File: config.mk
export PLATFORM = sky130hd
export DESIGN_NAME = mem_port_arbiter_flat
export DESIGN_NICKNAME = d
export VERILOG_FILES = /design/src/rtl/mem_port_arbiter_if.sv /design/src/rtl/mem_port_arbiter.sv /design/src/flat_wrapper.sv
export SDC_FILE = /design/constraint.sdc
export NUM_CORES = 1
export LEC_CHECK = 0
export CAP_MARGIN = 20
export CORE_MARGIN = 2
export CORE_UTILIZATION = 41
export CTS_CLUSTER_DIAMETER = 150
export CTS_CLUSTER_SIZE = 28
export DETAILED_ROUTE_END_ITERATION = 8
export PLACE_DENSITY = 0.81
export SYNTH_ARGS = -nofsm -noshare
export SYNTH_HDL_FRONTEND = slang
export SYNTH_SLANG_ARGS = --single-unit
File: constraint.sdc
create_clock -name clk -period 1.8 [get_ports clk]
set_input_delay 0.18 -clock clk [delete_from_list [all_inputs] [get_ports clk]]
set_output_delay 0.18 -clock clk [all_outputs]
set_load 0.02 [all_outputs]
File: src/rtl/mem_port_arbiter_if.sv
// rtl/mem_port_arbiter_if.sv - request/response and memory-side signal bundle for mem_port_arbiter
// Purpose: groups both requester channels and the memory port of the arbiter.
// Ports (signals):
//   req0_*/req1_* : valid/ready request channel (we, addr, wdata, wstrb) per port
//   rsp0_*/rsp1_* : one-cycle completion pulse and read data per port
//   mem_*         : single-port fixed-latency memory strobe, controls and read data
// Modports: slave = arbiter view, master = requesters plus memory view.
interface mem_port_arbiter_if #(
  parameter int ADDR_W = 32,
  parameter int DATA_W = 32
);
  logic              req0_valid;
  logic              req0_ready;
  logic              req0_we;
  logic [ADDR_W-1:0] req0_addr;
  logic [DATA_W-1:0] req0_wdata;
  logic [3:0]        req0_wstrb;

  logic              req1_valid;
  logic              req1_ready;
  logic              req1_we;
  logic [ADDR_W-1:0] req1_addr;
  logic [DATA_W-1:0] req1_wdata;
  logic [3:0]        req1_wstrb;

  logic              rsp0_valid;
  logic [DATA_W-1:0] rsp0_rdata;
  logic              rsp1_valid;
  logic [DATA_W-1:0] rsp1_rdata;

  logic              mem_en;
  logic              mem_we;
  logic [ADDR_W-1:0] mem_addr;
  logic [DATA_W-1:0] mem_wdata;
  logic [3:0]        mem_wstrb;
  logic [DATA_W-1:0] mem_rdata;

  modport slave (
    input  req0_valid, req0_we, req0_addr, req0_wdata, req0_wstrb,
    input  req1_valid, req1_we, req1_addr, req1_wdata, req1_wstrb,
    output req0_ready, req1_ready,
    output rsp0_valid, rsp0_rdata, rsp1_valid, rsp1_rdata,
    output mem_en, mem_we, mem_addr, mem_wdata, mem_wstrb,
    input  mem_rdata
  );

  modport master (
    output req0_valid, req0_we, req0_addr, req0_wdata, req0_wstrb,
    output req1_valid, req1_we, req1_addr, req1_wdata, req1_wstrb,
    input  req0_ready, req1_ready,
    input  rsp0_valid, rsp0_rdata, rsp1_valid, rsp1_rdata,
    input  mem_en, mem_we, mem_addr, mem_wdata, mem_wstrb,
    output mem_rdata
  );
endinterface

File: src/rtl/mem_port_arbiter.sv
// rtl/mem_port_arbiter.sv - round-robin two-port arbiter for a single-port fixed-latency memory
// Purpose: shares one memory between instruction fetch (port 0) and data load/store (port 1),
//   one transaction at a time: IDLE accept -> ISSUE (mem_en) -> WAIT latency -> RESP pulse.
// Ports:
//   clk   : clock, rising edge
//   reset : asynchronous active-low reset
//   bus   : mem_port_arbiter_if.slave (req0/req1, rsp0/rsp1, mem_*)
// Parameters: ADDR_W address width; DATA_W must be 32; LATENCY 1..7 cycles from mem_en to mem_rdata.
module mem_port_arbiter #(
  parameter int ADDR_W  = 32,
  parameter int DATA_W  = 32,
  parameter int LATENCY = 2
) (
  input  logic              clk,
  input  logic              reset,
  mem_port_arbiter_if.slave bus
);

  typedef enum logic [1:0] {IDLE, ISSUE, WAIT, RESP} state_t;

  // WAIT lasts LATENCY cycles: counter runs LATENCY-1 down to 0.
  localparam logic [2:0] CNT_LOAD = 3'(LATENCY - 1);

  state_t            state_q;
  state_t            state_d;
  logic              last_q;
  logic              port_q;
  logic              we_q;
  logic [ADDR_W-1:0] addr_q;
  logic [DATA_W-1:0] wdata_q;
  logic [3:0]        wstrb_q;
  logic [2:0]        cnt_q;
  logic [DATA_W-1:0] rdata0_q;
  logic [DATA_W-1:0] rdata1_q;
  logic              grant;
  logic              grant_port;

  // Grant only in IDLE; on contention the port not served last wins.
  always_comb begin
    grant      = 1'b0;
    grant_port = 1'b0;
    if (state_q == IDLE) begin
      if (bus.req0_valid && bus.req1_valid) begin
        grant      = 1'b1;
        grant_port = ~last_q;
      end else if (bus.req0_valid) begin
        grant      = 1'b1;
        grant_port = 1'b0;
      end else if (bus.req1_valid) begin
        grant      = 1'b1;
        grant_port = 1'b1;
      end
    end
  end

  always_comb begin
    state_d = state_q;
    case (state_q)
      IDLE:    if (grant) state_d = ISSUE;
      ISSUE:   state_d = WAIT;
      WAIT:    if (cnt_q == 3'd0) state_d = RESP;
      RESP:    state_d = IDLE;
      default: state_d = IDLE;
    endcase
  end

  always_ff @(posedge clk or negedge reset) begin
    if (!reset) begin
      state_q <= IDLE;
    end else begin
      state_q <= state_d;
    end
  end

  always_ff @(posedge clk or negedge reset) begin
    if (!reset) begin
      last_q   <= 1'b1;
      port_q   <= 1'b0;
      we_q     <= 1'b0;
      addr_q   <= '0;
      wdata_q  <= '0;
      wstrb_q  <= 4'h0;
      cnt_q    <= 3'd0;
      rdata0_q <= '0;
      rdata1_q <= '0;
    end else begin
      case (state_q)
        IDLE: begin
          if (grant) begin
            port_q  <= grant_port;
            last_q  <= grant_port;
            we_q    <= grant_port ? bus.req1_we    : bus.req0_we;
            addr_q  <= grant_port ? bus.req1_addr  : bus.req0_addr;
            wdata_q <= grant_port ? bus.req1_wdata : bus.req0_wdata;
            wstrb_q <= grant_port ? bus.req1_wstrb : bus.req0_wstrb;
          end
        end
        ISSUE: cnt_q <= CNT_LOAD;
        WAIT: begin
          if (cnt_q != 3'd0) begin
            cnt_q <= cnt_q - 3'd1;
          end else if (port_q) begin
            rdata1_q <= we_q ? '0 : bus.mem_rdata;
          end else begin
            rdata0_q <= we_q ? '0 : bus.mem_rdata;
          end
        end
        default: ;
      endcase
    end
  end

  assign bus.req0_ready = grant & ~grant_port;
  assign bus.req1_ready = grant & grant_port;

  // Memory fields come straight from the latch, so they hold outside ISSUE.
  assign bus.mem_en    = (state_q == ISSUE);
  assign bus.mem_we    = (state_q == ISSUE) & we_q;
  assign bus.mem_addr  = addr_q;
  assign bus.mem_wdata = wdata_q;
  assign bus.mem_wstrb = wstrb_q;

  assign bus.rsp0_valid = (state_q == RESP) & ~port_q;
  assign bus.rsp1_valid = (state_q == RESP) & port_q;
  assign bus.rsp0_rdata = rdata0_q;
  assign bus.rsp1_rdata = rdata1_q;

endmodule

File: src/flat_wrapper.sv
// flat-port wrapper written by rule: the top's interface ports become plain ports
module mem_port_arbiter_flat 
#(
  parameter int ADDR_W  = 32,
  parameter int DATA_W  = 32,
  parameter int LATENCY = 2
)
  (clk, reset, bus_req0_valid, bus_req0_we, bus_req0_addr, bus_req0_wdata, bus_req0_wstrb, bus_req1_valid, bus_req1_we, bus_req1_addr, bus_req1_wdata, bus_req1_wstrb, bus_req0_ready, bus_req1_ready, bus_rsp0_valid, bus_rsp0_rdata, bus_rsp1_valid, bus_rsp1_rdata, bus_mem_en, bus_mem_we, bus_mem_addr, bus_mem_wdata, bus_mem_wstrb, bus_mem_rdata);
  mem_port_arbiter_if #(.ADDR_W(ADDR_W), .DATA_W(DATA_W)) bus_i ();
  input  logic clk;
  input  logic reset;
  input wire logic [$bits(bus_i.req0_valid)-1:0] bus_req0_valid;
  input wire logic [$bits(bus_i.req0_we)-1:0] bus_req0_we;
  input wire logic [$bits(bus_i.req0_addr)-1:0] bus_req0_addr;
  input wire logic [$bits(bus_i.req0_wdata)-1:0] bus_req0_wdata;
  input wire logic [$bits(bus_i.req0_wstrb)-1:0] bus_req0_wstrb;
  input wire logic [$bits(bus_i.req1_valid)-1:0] bus_req1_valid;
  input wire logic [$bits(bus_i.req1_we)-1:0] bus_req1_we;
  input wire logic [$bits(bus_i.req1_addr)-1:0] bus_req1_addr;
  input wire logic [$bits(bus_i.req1_wdata)-1:0] bus_req1_wdata;
  input wire logic [$bits(bus_i.req1_wstrb)-1:0] bus_req1_wstrb;
  output wire logic [$bits(bus_i.req0_ready)-1:0] bus_req0_ready;
  output wire logic [$bits(bus_i.req1_ready)-1:0] bus_req1_ready;
  output wire logic [$bits(bus_i.rsp0_valid)-1:0] bus_rsp0_valid;
  output wire logic [$bits(bus_i.rsp0_rdata)-1:0] bus_rsp0_rdata;
  output wire logic [$bits(bus_i.rsp1_valid)-1:0] bus_rsp1_valid;
  output wire logic [$bits(bus_i.rsp1_rdata)-1:0] bus_rsp1_rdata;
  output wire logic [$bits(bus_i.mem_en)-1:0] bus_mem_en;
  output wire logic [$bits(bus_i.mem_we)-1:0] bus_mem_we;
  output wire logic [$bits(bus_i.mem_addr)-1:0] bus_mem_addr;
  output wire logic [$bits(bus_i.mem_wdata)-1:0] bus_mem_wdata;
  output wire logic [$bits(bus_i.mem_wstrb)-1:0] bus_mem_wstrb;
  input wire logic [$bits(bus_i.mem_rdata)-1:0] bus_mem_rdata;
  assign bus_i.req0_valid = bus_req0_valid;
  assign bus_i.req0_we = bus_req0_we;
  assign bus_i.req0_addr = bus_req0_addr;
  assign bus_i.req0_wdata = bus_req0_wdata;
  assign bus_i.req0_wstrb = bus_req0_wstrb;
  assign bus_i.req1_valid = bus_req1_valid;
  assign bus_i.req1_we = bus_req1_we;
  assign bus_i.req1_addr = bus_req1_addr;
  assign bus_i.req1_wdata = bus_req1_wdata;
  assign bus_i.req1_wstrb = bus_req1_wstrb;
  assign bus_req0_ready = bus_i.req0_ready;
  assign bus_req1_ready = bus_i.req1_ready;
  assign bus_rsp0_valid = bus_i.rsp0_valid;
  assign bus_rsp0_rdata = bus_i.rsp0_rdata;
  assign bus_rsp1_valid = bus_i.rsp1_valid;
  assign bus_rsp1_rdata = bus_i.rsp1_rdata;
  assign bus_mem_en = bus_i.mem_en;
  assign bus_mem_we = bus_i.mem_we;
  assign bus_mem_addr = bus_i.mem_addr;
  assign bus_mem_wdata = bus_i.mem_wdata;
  assign bus_mem_wstrb = bus_i.mem_wstrb;
  assign bus_i.mem_rdata = bus_mem_rdata;
  mem_port_arbiter #(.ADDR_W(ADDR_W), .DATA_W(DATA_W), .LATENCY(LATENCY)) u_core (.clk(clk), .reset(reset), .bus(bus_i));
endmodule
# Word level (Yosys, flattened, before mapping)
# Index checks and enable logic that the tools add are counted.
[op_classes]
n_eq_ne = 6
reduce_logical = 10
n_lt_le_gt_ge = 0
mux = 17
div_mod_pow = 0
shifts = 0
addsub = 1
bitwise_logic = 9
mul = 0
[op_table]
columns = ["cell", "count"]
rows = [
  ["$mux W32", 3],
  ["$mux W1", 8],
  ["$pmux W2 S4", 1],
  ["$ne A2 B1 Y1 const B", 3],
  ["$pmux W3 S2", 1],
  ["$reduce_and A2 Y1", 3],
  ["$reduce_and A3 Y1", 2],
  ["$and A1 B1 Y1", 5],
  ["$eq A2 B2 Y1 const B", 2],
  ["$mux W2", 2],
  ["$mux W4", 1],
  ["$not A1 Y1", 4],
  ["$logic_not A3 Y1", 1],
  ["$mux W3", 1],
  ["$reduce_bool A3 Y1", 1],
  ["$sub A3 B1 Y3 const B", 1],
  ["$eq A2 B1 Y1 const B", 1],
  ["$logic_not A2 Y1", 1],
  ["$reduce_bool A2 Y1", 1],
  ["$logic_and A1 B1 Y1", 1],
]
[totals]
rom_bits = 0
ramBits = 0
wordCells = 53
register_bits = 140
inputBits = 174
latchBits = 0
memories = 0

# Longest topological paths before layout
[depth]
ltp_word = 6
depth_mapped = 8
mapped_depth_nobuf = 6

# Worst setup path after synthesis
# No wires, ideal clock.
[synth_path]
path_type = "register to output"
startpoint = "register u_core.state_q[0]"
endpoint = "output bus_req0_ready"
setup_slack_ps = 295
path_stages_with_launch = 6
arrival_ps = 1325
n_path_buf = 0
cell_sequence = "dfrtp_1 inv_1 ha_1 nand2_1 nor2_1 nor2_1"
[synth_via]
elab_chain_cells = 4
[synth_rtl]
columns = ["element", "line", "rtl"]
rows = [
  ["from (decl)", "mem_port_arbiter.sv:24", "state_t state_q;"],
  ["from (signal assigned)", "mem_port_arbiter.sv:71", "state_q <= state_d;"],
  ["$logic_not A2 Y1 *", "mem_port_arbiter.sv:42", "if (state_q == IDLE) begin"],
  ["$mux W1", "mem_port_arbiter.sv:42", ""],
  ["$not A1 Y1", "mem_port_arbiter.sv:113", "assign bus.req0_ready = grant & ~grant_port;"],
  ["$and A1 B1 Y1 *", "mem_port_arbiter.sv:113", ""],
  ["to (decl)", "flat_wrapper.sv:22", "output wire logic [$bits(bus_i.req0_ready)-1:0] bus_req0_ready;"],
]
# Every way passes the cells marked *; elsewhere a longest branch is shown, timed or not.

# Final worst setup path
[layout_path]
startpoint = "register u_core.state_q[1]"
endpoint = "output bus_req0_ready"
# The elaborated chain is that of the path after synthesis.

==> results_tabular.tex <==
\begin{tabular}{lr}
\hline
Metric & Value \\
\hline
\multicolumn{2}{l}{\textbf{Setup path}} \\
\quad Critical Path Fanout Max & 3 \\
\quad Critical path start-end classification & reg2out \\
\quad Sort of element at the start of the critical path & flip-flop \\
\quad Cell family with most CP delay & flip-flops \\
\quad Sequence of cells on the critical path & inv\_2 -> ha\_4 -> nand2\_2 -> nor2\_2 -> nor2\_1 -> clkdlybuf4s15\_2 \\
\quad Data required time at the worst endpoint & 1.62 ns \\
\quad Maximum cell stage delay along the critical path & 0.38 ns \\
\quad Critical Path Slowest Stage Cell & dfrtp\_1 \\
\quad Critical path endpoint category & primary output \\
\quad Worst Path Buf+Inv & 2 \\
\quad Endpoint arrival time on the critical path & 1.55 ns \\
\multicolumn{2}{l}{\textbf{Clock tree}} \\
\quad Clock Sinks & 140 \\
\quad Clk\_lat worst skew & 0.42 ns \\
\quad TritonCTS clock tree & yes \\
\quad Total CTS buffers & 17 \\
\quad Number of H-tree branching levels & 4 \\
\quad Cell chosen for the clock root & clkbuf\_16 \\
\quad Max Buffers Root-to-Sink & 2 \\
\quad Worst-path clk slew & 0.06 ns \\
\multicolumn{2}{l}{\textbf{Die}} \\
\quad Die boundary width & 130 um \\
\quad Die ar. & 16900 um2 \\
\quad Core box area & 15700 um2 \\
\quad Die Y-Extent & 130 um \\
\quad Initial core utilization & 0.415 \\
\quad Count of standard-cell rows & 46 \\
\quad Number of placed I/O pins & 312 \\
\multicolumn{2}{l}{\textbf{STA}} \\
\quad Setup-violating endpoint count in the final report & 0 \\
\quad Post-route clock skew & 0.00836 ns \\
\quad Max Clock Freq & 577 MHz \\
\quad Unrepaired setup endpoints after global routing & no \\
\quad Worst slew slack as a fraction of its limit & 0.658 \\
\quad Final-report max-slew violation count & 0 \\
\quad Post-route minimum period & 1.73 ns \\
\quad Total Neg Setup Slack & 0 ns \\
\quad Final period utilization & 0.962 \\
\quad Actual transition at the worst max-transition pin & 0.513 ns \\
\quad Hold violation count in the final report & 0 \\
\quad Setup slack after layout & 0.0682 ns \\
\multicolumn{2}{l}{\textbf{Logic synthesis}} \\
\quad Sequential share of the synthesized area & 0.537 \\
\quad Yosys reg bits & 140 \\
\quad Combinational family with the most area after synthesis & compound AO/OA/AOI/OAI gates \\
\quad Count of synthesis-stage warnings from yosys & 0 \\
\quad Number of nets in the synthesized netlist & 868 \\
\quad Post-Synth Adder-Cell Area & 0.0115 \\
\quad Unique cell type count in the Yosys netlist & 28 \\
\quad Synthesized instance count & 688 \\
\quad Synth Cell Area & 6520 um2 \\
\quad Area fraction in compound gates after synthesis & 0.272 \\
\quad Post-Syn Area per Cell & 9.48 um2 \\
\quad Post-Synth Simple-Gate Area & 0.117 \\
\quad Fraction of synthesized area in multiplexers & 0.00326 \\
\quad Xor-xnor portion of the synthesized cell area & 0 \\
\multicolumn{2}{l}{\textbf{GRT}} \\
\quad Aggregate global-route resource usage & 0.259 \\
\quad First-pass GRT wire length & 33900 um \\
\quad Number of antenna violations at the first check in global routing & 0 \\
\quad Global-route congestion overflow total & 0 \\
\quad Number of global-route vias before repair & 6258 \\
\quad Maximum number of pins on one net before global-route repair & 72 \\
\multicolumn{2}{l}{\textbf{Placed design}} \\
\quad Placement-stage cell area & 9940 um2 \\
\quad Placement-stage worst setup slack & 0.0247 ns \\
\quad Placed wire-length estimate after detailed placement & 15000 um \\
\quad Placed Cells & 1169 \\
\quad Placer congestion estimate & 0.784 \\
\quad Number of buffer cells added on primary ports & 311 \\
\multicolumn{2}{l}{\textbf{Cells and area}} \\
\quad Final standard cell count with taps included and fillers excluded & 1202 \\
\quad Fraction of final layout cells sized beyond drive strength 1 & 0.0781 \\
\quad Area growth, synth to finish & 61.0\% \\
\quad Layout Nets & 1154 \\
\quad ANT cells & 0 \\
\quad Fin util & 0.668 \\
\quad Most frequent standard cell in the layout excluding fill and tap cells & clkdlybuf4s50\_1 \\
\quad Top library cells by usage in the layout, fill and taps aside & clkdlybuf4s50\_1 (303), dfrtp\_1 (139), o21ai\_1 (112) \\
\quad Filler cells & 1306 \\
\quad Post-route standard cell area excluding fillers & 10500 um2 \\
\multicolumn{2}{l}{\textbf{Outcome}} \\
\quad Result of the run & finished, final reports clean \\
\multicolumn{2}{l}{\textbf{Pwr}} \\
\quad Leakage & 0.00412 uW \\
\quad IR drop worst, VDD & 0.925 mV \\
\quad Power per Cell Area & 1820 nW/um2 \\
\multicolumn{2}{l}{\textbf{Drt}} \\
\quad Final antenna-violating net count & 0 \\
\quad Via count & 6477 \\
\quad Number of DRC violations after detailed routing & 0 \\
\quad DRC violation total after the first TritonRoute iteration & 423 \\
\quad Detail-routed via count per cell & 5.39 \\
\quad Total routed wirelength & 22000 um \\
\quad Average wire per cell in the routed design & 18.3 um \\
\quad First-pass iteration count of the detailed router & 5 \\
\multicolumn{2}{l}{\textbf{Flow run}} \\
\quad Count of max-cap constraint violations & 0 \\
\multicolumn{2}{l}{\textbf{Min path}} \\
\quad Hold crit path type & in2async \\
\hline
\end{tabular}
==> power by group <==
group	internal [uW]	switching [uW]
logic	4590	5640
clock network	1970	1340
registers	4730	854
==> worst paths after layout <==
path	slack, ns	startpoint	cells past startpoint	end
hold / removal	0.28	reset	2	u_core.bus.rsp0_rdata[17]
hold reg to reg	0.48	u_core.bus.rsp0_rdata[22]	2	u_core.bus.rsp0_rdata[22]
min in group clk	0.32	bus_req1_valid	5	u_core.port_q
max in group asynchronous	0.84	reset	3	u_core.bus.rsp0_rdata[26]
setup / recovery	0.07	u_core.state_q[1]	6	bus_req0_ready
setup reg to reg	0.15	u_core.last_q	5	u_core.bus.mem_wdata[10]
==> metal layers <==
| metal | GRT usage | wire length, um |
|---|---|---|
| met5 | 0 | 0 |
| met4 | 0.105 | 629 |
| met3 | 0.0947 | 2110 |
| met2 | 0.417 | 10600 |
| met1 | 0.317 | 8690 |
==> cell usage after synthesis, drive strengths merged <==
cell,count,area share
a31oi,69,0.066
o2bb2ai,2,0.0027
o22a,1,0.0013
ha,6,0.012
buf,40,0.035
nand3,1,0.00077
nor2,72,0.041
o21ai,134,0.10
a21oi,2,0.0015
nor2b,2,0.0019
mux2,1,0.0017
dfstp,1,0.0040
nand3b,1,0.0012
inv,8,0.0046
o22ai,1,0.00096
and2,3,0.0029
a21o,1,0.0012
o2111ai,69,0.093
dfrtp,139,0.53
o21a,1,0.0023
mux2i,1,0.0015
nand2b,33,0.032
nand2,65,0.037
clkbuf,35,0.020
==> per-stage QoR <==
step	power [uW]	hold slack [ns]
final	19100	0.280
after global routing	20300	0.323
after CTS	19300	0.299
after detailed placement	15800	0.170
after global placement	15600	0.162
after floorplan	10900	-0.116
==> flip-flops by register name (all words and copies together), names as in the netlist, 2 cells and up <==
signal / cells
u_core.bus.mem_addr: 32
u_core.bus.mem_wdata: 32
u_core.bus.rsp0_rdata: 32
u_core.bus.rsp1_rdata: 32
u_core.bus.mem_wstrb: 4
u_core.cnt_q: 3
u_core.state_q: 2
==> cell families after synthesis <==
group,count (synthesis)
AO/OA/AOI/OAI,280
AND/OR/NAND/NOR,177
multiplexers,2
flip-flops,140
adder cells (fa/ha/maj),6
buffers and inverters,83
==> timing repair <==
| action | in CTS | in global routing |
|---|---|---|
| resized for setup | 16 | 3 |
| setup endpoints to repair | 6 | 3 |
| hold buffers | 1 | 0 |
| setup buffers | 1 | 0 |
| hold endpoints to repair | 44 | 0 |
| pin swaps | 1 | 0 |
==> final cells by class <==
| cell class | instances | area [um2] | area share |
|---|---|---|---|
| Tap cell | 216 | 270 | 0.0257 |
| Clock buffer | 21 | 460 | 0.0438 |
| Clock inverter | 10 | 91.3 | 0.00870 |
| Multi-Input combinational cell | 465 | 2660 | 0.253 |
| Sequential cell | 140 | 3500 | 0.334 |
| Timing Repair Buffer | 342 | 3490 | 0.332 |
| Inverter | 8 | 30.0 | 0.00286 |
Note: power is estimated with default switching activity, not from simulation.
